==> src/rtl/pll_seq_pkg.sv <==
// Shared types for the PLL mode sequencer: FSM state encoding and
// fixed timing constants of the reconfiguration protocol.
package pll_seq_pkg;

  typedef enum logic [2:0] {
    ST_IDLE,
    ST_LOAD,
    ST_GAP,
    ST_WAIT_IDLE,
    ST_WAIT_CFG,
    ST_WAIT_LOCK,
    ST_SUCCESS,
    ST_FAIL
  } seq_state_t;

  localparam int LOCK_STABLE_CYCLES = 4;
  localparam int BUSY_IGNORE_CYCLES = 2;

  // "No failed mode" is the first code past the last real mode.
  function automatic int none_mode(input int num_modes);
    return num_modes;
  endfunction

endpackage

==> src/rtl/mode_debounce.sv <==
// Two-flop synchroniser followed by a stability filter: the output takes a
// new value only after it has held for STABLE cycles and is below LIMIT.
module mode_debounce #(
  parameter int             W         = 1,
  parameter int             STABLE    = 4,
  parameter int             LIMIT     = 2,
  parameter logic [W-1:0]   RESET_VAL = '0
) (
  input  logic         clk,
  input  logic         rst_n,
  input  logic [W-1:0] din,
  output logic [W-1:0] stable
);

  localparam int CW = $clog2(STABLE + 1);

  logic [W-1:0]  sync1;
  logic [W-1:0]  sync2;
  logic [W-1:0]  cand;
  logic [CW-1:0] cnt;

  // cnt saturates at STABLE so a held value is accepted exactly once.
  always_ff @(posedge clk or negedge rst_n) begin
    if (!rst_n) begin
      sync1  <= RESET_VAL;
      sync2  <= RESET_VAL;
      cand   <= RESET_VAL;
      cnt    <= CW'(STABLE);
      stable <= RESET_VAL;
    end else begin
      sync1 <= din;
      sync2 <= sync1;
      if (sync2 != cand) begin
        cand <= sync2;
        cnt  <= CW'(1);
      end else if (cnt < CW'(STABLE)) begin
        cnt <= cnt + CW'(1);
        if (cnt == CW'(STABLE - 1) && {1'b0, cand} < (W + 1)'(LIMIT)) begin
          stable <= cand;
        end
      end
    end
  end

endmodule

==> src/rtl/pll_mode_sequencer.sv <==
// Runtime PLL reconfiguration sequencer: debounces the requested mode, drives
// the pll_reconfig ROM load / start pulses, waits for lock and retries on failure.
module pll_mode_sequencer
  import pll_seq_pkg::*;
#(
  parameter int NUM_MODES     = 2,
  parameter int MODE_W        = $clog2(NUM_MODES),
  parameter int RESET_MODE    = 0,
  parameter int STABLE_CYCLES = 16,
  parameter int BUSY_TIMEOUT  = 1000,
  parameter int LOCK_TIMEOUT  = 65535,
  parameter int MAX_RETRIES   = 3,
  parameter int RETRY_W       = (MAX_RETRIES > 0) ? $clog2(MAX_RETRIES + 1) : 1
) (
  input  logic               clk_i,
  input  logic               reset_n,
  input  logic [MODE_W-1:0]  mode_i,
  input  logic               force_i,
  input  logic               pll_locked_i,
  input  logic               busy_i,
  output logic               write_from_rom_o,
  output logic               reconfig_o,
  output logic               reconfig_reset_o,
  output logic [MODE_W-1:0]  rom_sel_o,
  output logic [MODE_W-1:0]  active_mode_o,
  output logic               seq_busy_o,
  output logic               done_o,
  output logic               error_o,
  output logic [RETRY_W-1:0] retry_cnt_o,
  output seq_state_t         state_o
);

  localparam int TIMER_MAX = (BUSY_TIMEOUT > LOCK_TIMEOUT) ? BUSY_TIMEOUT : LOCK_TIMEOUT;
  localparam int TW        = $clog2(TIMER_MAX + 1);
  localparam logic [MODE_W:0]   NONE_MODE = (MODE_W + 1)'(none_mode(NUM_MODES));
  localparam logic [MODE_W-1:0] RST_MODE  = MODE_W'(RESET_MODE);
  localparam logic [TW-1:0]     CFG_CHECK = TW'(BUSY_TIMEOUT - BUSY_IGNORE_CYCLES);

  seq_state_t state, state_d;
  logic [TW-1:0]      timer, timer_d;
  logic [MODE_W-1:0]  target, target_q;
  logic [MODE_W-1:0]  rom_sel_d, active_d;
  logic [MODE_W:0]    failed_mode, failed_d;
  logic [RETRY_W-1:0] retry_d;
  logic               error_d, wfr_d, rcfg_d, rrst_d, done_d;
  logic               lock_ok;

  mode_debounce #(
    .W(MODE_W), .STABLE(STABLE_CYCLES), .LIMIT(NUM_MODES), .RESET_VAL(RST_MODE)
  ) u_mode_db (
    .clk(clk_i), .rst_n(reset_n), .din(mode_i), .stable(target)
  );

  mode_debounce #(
    .W(1), .STABLE(LOCK_STABLE_CYCLES), .LIMIT(2), .RESET_VAL(1'b0)
  ) u_lock_db (
    .clk(clk_i), .rst_n(reset_n), .din(pll_locked_i), .stable(lock_ok)
  );

  // Handshake with pll_reconfig: reconfig_o is issued only while busy_i is low;
  // busy_i is then trusted only after the core has had time to raise it.
  always_comb begin
    state_d   = state;
    timer_d   = timer;
    rom_sel_d = rom_sel_o;
    active_d  = active_mode_o;
    retry_d   = retry_cnt_o;
    error_d   = error_o;
    failed_d  = failed_mode;
    wfr_d     = 1'b0;
    rcfg_d    = 1'b0;
    rrst_d    = 1'b0;
    done_d    = 1'b0;
    case (state)
      ST_IDLE: begin
        if (force_i || (target != active_mode_o && {1'b0, target} != failed_mode)) begin
          rom_sel_d = target;
          retry_d   = '0;
          state_d   = ST_LOAD;
        end
      end
      ST_LOAD: begin
        wfr_d   = 1'b1;
        state_d = ST_GAP;
      end
      ST_GAP: state_d = ST_WAIT_IDLE;
      ST_WAIT_IDLE: begin
        if (!busy_i) begin
          rcfg_d  = 1'b1;
          timer_d = TW'(BUSY_TIMEOUT);
          state_d = ST_WAIT_CFG;
        end
      end
      ST_WAIT_CFG: begin
        timer_d = timer - TW'(1);
        if (timer <= TW'(1)) begin
          rrst_d  = 1'b1;
          state_d = ST_FAIL;
        end else if (timer <= CFG_CHECK && !busy_i) begin
          timer_d = TW'(LOCK_TIMEOUT);
          state_d = ST_WAIT_LOCK;
        end
      end
      ST_WAIT_LOCK: begin
        timer_d = timer - TW'(1);
        if (lock_ok) state_d = ST_SUCCESS;
        else if (timer <= TW'(1)) state_d = ST_FAIL;
      end
      ST_SUCCESS: begin
        active_d = rom_sel_o;
        done_d   = 1'b1;
        error_d  = 1'b0;
        failed_d = NONE_MODE;
        state_d  = ST_IDLE;
      end
      ST_FAIL: begin
        if (retry_cnt_o < RETRY_W'(MAX_RETRIES)) begin
          retry_d = retry_cnt_o + RETRY_W'(1);
          state_d = ST_LOAD;
        end else begin
          error_d  = 1'b1;
          failed_d = {1'b0, rom_sel_o};
          state_d  = ST_IDLE;
        end
      end
      default: state_d = ST_IDLE;
    endcase
    // Moving the target away from a failed mode re-arms it for a later return.
    if (target != target_q) failed_d = NONE_MODE;
  end

  always_ff @(posedge clk_i or negedge reset_n) begin
    if (!reset_n) begin
      state            <= ST_IDLE;
      timer            <= '0;
      target_q         <= RST_MODE;
      rom_sel_o        <= RST_MODE;
      active_mode_o    <= RST_MODE;
      retry_cnt_o      <= '0;
      error_o          <= 1'b0;
      failed_mode      <= NONE_MODE;
      write_from_rom_o <= 1'b0;
      reconfig_o       <= 1'b0;
      reconfig_reset_o <= 1'b0;
      done_o           <= 1'b0;
      seq_busy_o       <= 1'b0;
    end else begin
      state            <= state_d;
      timer            <= timer_d;
      target_q         <= target;
      rom_sel_o        <= rom_sel_d;
      active_mode_o    <= active_d;
      retry_cnt_o      <= retry_d;
      error_o          <= error_d;
      failed_mode      <= failed_d;
      write_from_rom_o <= wfr_d;
      reconfig_o       <= rcfg_d;
      reconfig_reset_o <= rrst_d;
      done_o           <= done_d;
      seq_busy_o       <= (state_d != ST_IDLE);
    end
  end

  assign state_o = state;

endmodule

==> config.mk <==
export PLATFORM = sky130hd
export DESIGN_NAME = pll_mode_sequencer
export DESIGN_NICKNAME = d
export VERILOG_FILES = /design/src/rtl/pll_seq_pkg.sv /design/src/rtl/mode_debounce.sv /design/src/rtl/pll_mode_sequencer.sv
export SDC_FILE = /design/constraint.sdc
export NUM_CORES = 1
export LEC_CHECK = 0
export ABC_AREA = 1
export BUFFER_PORTS_ARGS = -buffer_cell sky130_fd_sc_hd__buf_2
export CELL_PAD_IN_SITES_DETAIL_PLACEMENT = 0
export CELL_PAD_IN_SITES_GLOBAL_PLACEMENT = 1
export CORE_ASPECT_RATIO = 0.9
export CORE_MARGIN = 1.5
export CORE_UTILIZATION = 45
export CTS_BUF_LIST = sky130_fd_sc_hd__clkbuf_16
export CTS_CLUSTER_DIAMETER = 120
export CTS_CLUSTER_SIZE = 16
export DETAILED_ROUTE_END_ITERATION = 8
export PLACE_DENSITY_LB_ADDON = 0.1
export SYNTH_ARGS = -nofsm -noshare
export SYNTH_HDL_FRONTEND = slang
export SYNTH_SLANG_ARGS = --single-unit
==> constraint.sdc <==
create_clock -name clk_i -period 3.85 [get_ports clk_i]
set_input_delay 0.1925 -clock clk_i [delete_from_list [all_inputs] [get_ports clk_i]]
set_output_delay 0.1925 -clock clk_i [all_outputs]
set_load 0.005 [all_outputs]
* Word level (Yosys, flattened, before mapping)
Index checks and enable logic that the tools add are counted.
** Cells by class
- Add/subtract/negate cells :: 4
- Magnitude comparators :: 5
- Equal/unequal tests :: 19
- Mux-type cells :: 30
- Bitwise logic cells :: 2
- Reduce and logical (&&, ||, !) cells :: 19
** Operators by type and width (count)
- 16-bit 2-to-1 mux :: 3
- 16-bit one-hot mux with 3 select lines :: 1
- 3-bit 2-to-1 mux :: 8
- 3-bit one-hot mux with 8 select lines :: 1
- 16-bit by 1-bit <= comparator with 1-bit output, second input constant :: 1
- 16-bit by 10-bit <= comparator with 1-bit output, second input constant :: 1
- 16-bit by 1-bit subtractor with 16-bit output, second input constant :: 1
- 3-bit equality test, second input constant :: 4
- 5-bit 2-to-1 mux :: 2
- 3-bit by 2-bit equality test with 1-bit output, second input constant :: 3
- 3-bit AND reduction :: 3
- 3-bit nonzero test :: 3
- 1-bit 2-to-1 mux :: 8
- 2-bit 2-to-1 mux :: 4
- 2-bit != test, second input constant :: 4
- 2-bit one-hot mux with 2 select lines :: 2
- 2-bit AND reduction :: 4
- 2-bit nonzero test :: 4
- 5-bit by 1-bit adder with 5-bit output, second input constant :: 1
- 5-bit by 4-bit equality test with 1-bit output, second input constant :: 1
- 5-bit less-than comparator, second input constant :: 1
- 1-bit != test :: 4
- 3-bit by 1-bit adder with 3-bit output, second input constant :: 1
- 3-bit by 1-bit equality test with 1-bit output, second input constant :: 1
- 11 further kinds :: 13
** Storage, ports and cells
- Bits in registers :: 48
- Input port bits :: 6
- Output and inout bits :: 13
- Word-level logic and storage cells :: 102

* Logic depth before layout (Yosys ltp)
Gate-level depths: netlist of the first run.
- Depth after elaboration :: 6
- Gate-level depth with buffers :: 11
- Mapped depth without buffers :: 10

* Cells and area by module
Synthesis of the first run repeated with hierarchy kept, for this count alone.
** Unflattened totals
- Cells, all modules :: 312
- Area total of the unflattened synthesis :: 2512.4 sq um
** By module, submodules not included
- pll_mode_sequencer :: times used 1, cells an instance 243, area an instance 1834.3 sq um, sequential area each 802.0 sq um
- mode_debounce at u_mode_db :: times used 1, cells an instance 38, area an instance 380.4 sq um, sequential area each 226.5 sq um
- mode_debounce at u_lock_db :: times used 1, cells an instance 31, area an instance 297.8 sq um, sequential area each 176.4 sq um

* Least setup slack after synthesis of the first run
OpenSTA, ideal clock, no wires.
- Kind :: reg2reg
- Start :: register timer[0]
- End :: register timer[7]
- Library setup time :: 0.113 ns
- Arrival :: 1.360 ns
- Required time :: 3.737 ns
- Slack :: 2.377 ns
- Stages on the path, launching flop included :: 11
- Buffers on the path :: 1
- Clock period less this slack :: 1.473 ns
- Cell sequence :: dfrtp_1 inv_1 ha_1 nor2_1 nor2_1 nand3_1 nand2_2 buf_6 nand3_1 nand2_1 inv_1
** On the way
- Longest elaborated chain between the ends :: 5
- Elaborated cells between the ends (all ways) :: 7
- Those cells by class :: 1 x add/sub; 2 x order compare; 3 x mux; 1 x reduce/logical
** RTL lines
- start: declaration :: line pll_mode_sequencer.sv:40 : logic [TW-1:0] timer, timer_d;
- start signal: assignment :: line pll_mode_sequencer.sv:149 : timer <= timer_d;
- 16-bit by 10-bit <= comparator with 1-bit output :: line pll_mode_sequencer.sv:99 : end else if (timer <= CFG_CHECK && !busy_i) begin
- 1-bit logical AND :: line pll_mode_sequencer.sv:99
- 16-bit 2-to-1 mux :: line pll_mode_sequencer.sv:99
- 16-bit 2-to-1 mux :: line pll_mode_sequencer.sv:96 : if (timer <= TW'(1)) begin
- 16-bit one-hot mux with 3 select lines (*) :: line pll_mode_sequencer.sv:74 : case (state)
Mark *: on every way between the ends. The rest lies on a longest branch, timed or not.
A chain may end at the register's enable or synchronous reset.

* Worst setup path in the final report of the first run
- Start :: register state[2], in the netlist state_o[2]
- End :: register timer[9]
** On the way
- Longest elaborated chain between the ends :: 3
- Elaborated cells between the ends (all ways) :: 7
- Those cells by class :: 4 x eq/ne; 1 x mux; 2 x reduce/logical
** RTL lines
- start: declaration :: line pll_mode_sequencer.sv:39 : seq_state_t state, state_d;
- start signal: assignment :: line pll_mode_sequencer.sv:148 : state <= state_d;
- 3-bit by 2-bit equality test with 1-bit output or 3-bit equality test (tied branches) :: line pll_mode_sequencer.sv:74
- 2-bit != test (no source line) or 3-bit nonzero test (tied branches)
- 2-bit AND reduction (no source line)
Parallel ways exist; a longest one is shown, timed or not.

==> results of run 1 <==
[metrics by stage]
stage	setup slack, ps	instances	total power, mW
after floorplan	2377	307	1.193
after global placement	1935	387	1.365
after detailed placement	1836	387	1.373
after CTS	1808	395	1.811
after global routing	1637	397	1.940
final	1813	397	1.799
[layout by cell type, fill, tap and decap left out, types with 2 or more instances in the layout]
master	n
nand2_1	67
nor2_1	46
dfrtp_1	45
inv_1	40
nand3_1	31
buf_2	18
o21ai_0	9
xor2_1	9
ha_1	8
nor3_1	5
nand4_1	5
a21oi_1	5
clkbuf_16	5
nor2_2	3
dfstp_2	3
nor3_2	2
nand2_2	2
a21o_1	2
a22oi_1	2
or2_2	2
clkinvlp_4	2
dlygate4sd3_1	2
[worst max-delay path: stages, from the launching register on]
cell and delay, ps:
dfrtp_1 500, inv_2 110, nor2_2 550, nor2_2 270
clkinv_2 160, nand2_1 80, or2_0 210, nand3_1 80
[how the worst min path moves through the flow]
| stage | from | cells after the start | to |
|---|---|---|---|
| global route | busy_i | 2 | reconfig_o$_DFF_PN0_ |
| global placement | mode_i | 1 | u_mode_db.sync1$_DFF_PN0_ |
| finish | reset_n | 1 | done_o$_DFF_PN0_ |
| detailed placement | pll_locked_i | 1 | u_lock_db.sync1$_DFF_PN0_ |
| CTS | pll_locked_i | 1 | u_lock_db.sync1$_DFF_PN0_ |
| floorplan | reset_n | 0 | active_mode_o$_DFFE_PN0P_ |
[flip-flops by register name, summed over array words and instances (netlist names), 2 cells and up]
name and flops:
u_lock_db.cnt 3, timer 16, failed_mode 2, u_mode_db.cnt 5
retry_cnt_o 2, state_o 3
[kinds of logic after synthesis]
| logic type | synth area share, % |
|---|---|
| buf+inv | 7.545 |
| fa+ha+maj | 4.024 |
| compound gates | 6.438 |
| flops | 48.44 |
| xor+xnor | 3.521 |
| simple gates | 30.03 |
[where the power goes]
group	internal [mW]	total (mW)	switching, mW
logic	0.226	0.625	0.398
registers	0.632	0.748	0.117
clock network	0.238	0.426	0.187
total	1.10	1.80	0.702
[routing by layer]
metal	GRT usage, %	wire (um)	vias up
met1	29.64	2770	916
li1	-	-	1020
met2	27.73	2180	37
met3	3.975	215	6
met4	5.556	53	0
met5	0	0	-
[cell type report]
cell class / count / share of cell area, %
clock inverters: 3 / 0.6711
inverters: 42 / 5.682
clock buffers: 5 / 4.474
flip-flops and latches: 48 / 43.09
repair buffers: 20 / 3.937
multi-input cells: 212 / 39.15
well taps: 67 / 2.998
==> results.toml, run 1 <==
[yosys]
synth_top_area_share_pct = 45.27
syn_nets = 321
ys_types = 37
yosys_warnings = 0
synthArstFlopShare_pct = 100.0
ys.flop_type = "dfrtp_1"
yosysSeqAreaShare_pct = 48.44
syn_area_sq_um = 2487
synth_seq_cells = 48
yosysMostFrequentCell = "nand2_1"
postSynthAreaPerCell_sq_um = 8.102
ys_top_cells_by_count = "nand2_1 (67), nor2_1 (46), dfrtp_1 (45)"
synth-edff-count = 0
synth_cells = 307
yosys-top-cells-area = "dfrtp_1 (45%), nand2_1 (10%), nor2_1 (6.9%)"
post-synth-top-area-cell = "dfrtp_1"

[detailed_routing]
ant_nets = 0
wl_mm = 5.219
dr.pass1.iters = 4
drtIter0Drc = 74
vias_per_cell = 4.985
drcViolationCount = 0
wl_per_cell_um = 13.15
via_count = 1979

[setup_path]
crit_start = "state_o[2]$_DFF_PN0_"
startpoint_type = "flip-flop"
path_class = "flip-flop to flip-flop"
r2r_start = "state_o[2]$_DFF_PN0_"
arrival_ps = 2260
cp_data_required_time_ps = 4070
crit_end = "timer[9]$_DFFE_PN0P_"
crit_fanout = 15
crit_path_end_kind = "flip-flop"
reg2regPathDepth = 7
r2r-end = "timer[9]$_DFFE_PN0P_"
worst-r2r-setup-slack_ps = 1810

[clocking]
cts_setup_buffers = 0
clockBufferDepth = 2
cts-root-buf = "clkbuf_16"
clk_latency_ps = 290
clock-sinks = 48
h-tree-depth = 2
clk_pin_slew_ps = 70
hold_buffers = 0
cts_resized = 0
cts_tree = "yes"
cts-buffers-inserted = 5

[placed_design]
hpwl_mm = 3.714
portBuffers = 18
place_area_sq_um = 2633
place_congestion = 0.8126

[floorplan]
fp.dieArea_sq_um = 5983
die_w_um = 81.37
chipHeight_um = 73.53
start_util_pct = 47.05
rows = 25
ios = 19
core_sq_um = 5286

[finish]
design_area_sq_um = 2796
regArea_sq_um = 1205
multi_input_area_sq_um = 1095
synthToLayoutAreaGrowth_pct = 12.42
fillers = 522
drive_gt1_share_pct = 12.42
final_nets = 343
diodes = 0
final_util_pct = 52.90

[timing]
finalCritPeriodShare_pct = 52.91
finalSetupViolCount = 0
slew_headroom_pct = 32.55
rsz0062_at_grt = "no"
max_freq_mhz = 490.9
slew_violations = 0
hold_viol_final = 0
worst_pin_slew_ps = 1012
final.setup.tns_ps = 0
worst_hold_slack_ps = 79.80
fin_crit_ps = 2037
finClkSkew_ps = 5.420

[status]
status = "completed"

[power_and_ir_drop]
power_density_nw_per_um2 = 643.3
leakagePower_nw = 1.436
peakVddDrop_mv = 0.3193

[min_path]
hp-class = "input pin to async pin"

[run]
cap_violations = 0

[global_routing]
grt_pass1_wl_mm = 8.838
grt_pass1_vias = 1876
grt.overflow.total = 0
grt_max_degree = 49
grt_use_total_pct = 19.48
antenna_found_initial = 0
Note: power is estimated with default switching activity, not from simulation.
==> inputs of run 2 (changes only) <==
==> constraint.sdc (replaced) <==
create_clock -name clk_i -period 2 [get_ports clk_i]
set_input_delay 0.1 -clock clk_i [delete_from_list [all_inputs] [get_ports clk_i]]
set_output_delay 0.1 -clock clk_i [all_outputs]
set_load 0.005 [all_outputs]
==> results.toml, run 2 (synthesis gave the netlist of run 1 again) <==
[status]
status = "completed"

[detailed_routing]
ant_nets = 0
vias_per_cell = 4.965
wl_per_cell_um = 12.90
dr.pass1.iters = 4
wl_mm = 5.173
drcViolationCount = 0
drtIter0Drc = 144
via_count = 1991

[timing]
hold_viol_final = 0
finClkSkew_ps = 3.417
setup_slack_ps = 206.0
rsz0062_at_grt = "no"
finalCritPeriodShare_pct = 89.70
slew_headroom_pct = 61.07
final.setup.tns_ps = 0
max_freq_mhz = 557.4
finalSetupViolCount = 0
fin_crit_ps = 1794
worst_pin_slew_ps = 583.9
slew_violations = 0

[global_routing]
grt_max_degree = 49
antenna_found_initial = 0
grt_pass1_vias = 1839
grt.overflow.total = 0
grt_use_total_pct = 19.29
grt_pass1_wl_mm = 8.638

[floorplan]
start_util_pct = 47.05
ios = 19
rows = 25
die_w_um = 81.37
fp.dieArea_sq_um = 5983
chipHeight_um = 73.53
core_sq_um = 5286

[clocking]
cts-root-buf = "clkbuf_16"
cts_tree = "yes"
clk_latency_ps = 280
clock-sinks = 48
h-tree-depth = 2
clk_pin_slew_ps = 60
cts_setup_buffers = 0
clockBufferDepth = 2
cts_resized = 0
hold_buffers = 3
cts-buffers-inserted = 5

[finish]
final_nets = 347
largest_reg_flops = 16
fillers = 510
regMostFlops = "timer"
fin_cells = 401
final_util_pct = 53.87
diodes = 0
reg_top3 = "timer (16), u_mode_db.cnt (5)"
synthToLayoutAreaGrowth_pct = 14.49
final_cell_mix = "nand2_1 (67), nor2_1 (46), dfrtp_1 (45), inv_1 (40), nand3_1 (31)"
drive_gt1_share_pct = 12.87
layout_commonest_cell = "nand2_1"

[run]
cap_violations = 0

[min_path]
hp-class = "input pin to flip-flop"

[power_and_ir_drop]
peakVddDrop_mv = 0.6471
power_density_nw_per_um2 = 1259
leakagePower_nw = 1.470
power_mw = 3.586

[setup_path]
worst-r2r-setup-slack_ps = 210
path_class = "flip-flop to flip-flop"
crit_path_end_kind = "flip-flop"
arrival_ps = 1960
cp_data_required_time_ps = 2160
cp_slowest_cell = "dfrtp_1"
startpoint_type = "flip-flop"
cp_cell_sequence = "inv_1 -> ha_1 -> nand2_1 -> nor2_1 -> inv_1 -> nor3_2 -> nand3_1 -> nand2_1 -> nand2_1"
crit_fanout = 6
worst_path_most_repeated_cell = "nand2_1"
cpPeakStageDelay_ps = 380

[placed_design]
dp.cells = 390
hpwl_mm = 3.770
place_ws_ps = 265.4
portBuffers = 18
place_congestion = 0.8048
[run 2: through the flow]
step	hold slack [ps]	area [sq um]
after floorplan	-195.6	2487
after global placement	210.2	2655
after detailed placement	210.5	2655
after CTS	62.56	2848
after global routing	79.07	2848
final	73.28	2848
[run 2: layout make-up]
type | count | area (sq um) | area share (%)
Sequential cell | 48 | 1205 | 42.31
Multi-Input combinational cell | 212 | 1095 | 38.44
Inverter | 42 | 158.9 | 5.580
Timing Repair Buffer | 24 | 142.6 | 5.009
Clock buffer | 5 | 125.1 | 4.394
Tap cell | 67 | 83.83 | 2.944
Clock inverter | 3 | 37.54 | 1.318
[run 2: path summary, 6_finish.rpt]
check | endpoint | depth (start not counted) | startpoint
worst min-delay path | reconfig_o$_DFF_PN0_ | 2 | busy_i
min in group asynchronous | error_o$_DFFE_PN0P_ | 3 | reset_n
worst max-delay path | timer[14]$_DFFE_PN0P_ | 9 | timer[0]$_DFFE_PN0P_
max in group asynchronous | timer[1]$_DFFE_PN0P_ | 3 | reset_n
worst min register to register | u_mode_db.sync2$_DFF_PN0_ | 0 | u_mode_db.sync1$_DFF_PN0_
worst max register to register | timer[14]$_DFFE_PN0P_ | 9 | timer[0]$_DFFE_PN0P_
[run 2: report_power, final]
part | switching (mW) | internal (mW) | total (mW)
clock network | 0.337 | 0.581 | 0.918
registers | 0.224 | 1.22 | 1.44
logic | 0.767 | 0.460 | 1.23
[run 2: worst max-delay path: cells and delay by family (launching register included)]
kind	cells	cell delay, ps
fa+ha+maj	1	240
buf+inv	2	250
flops	1	380
simple gates	6	800
[run 2: metal layers]
metal | part of all wire [%] | up-vias | GRT usage [%] | wire (um)
met5 | 0 | - | 0 | 0
met4 | 0.44 | 0 | 4.598 | 23
met3 | 4.2 | 4 | 3.727 | 217
met2 | 42 | 46 | 28.28 | 2151
met1 | 54 | 915 | 29.25 | 2780
li1 | - | 1026 | - | -
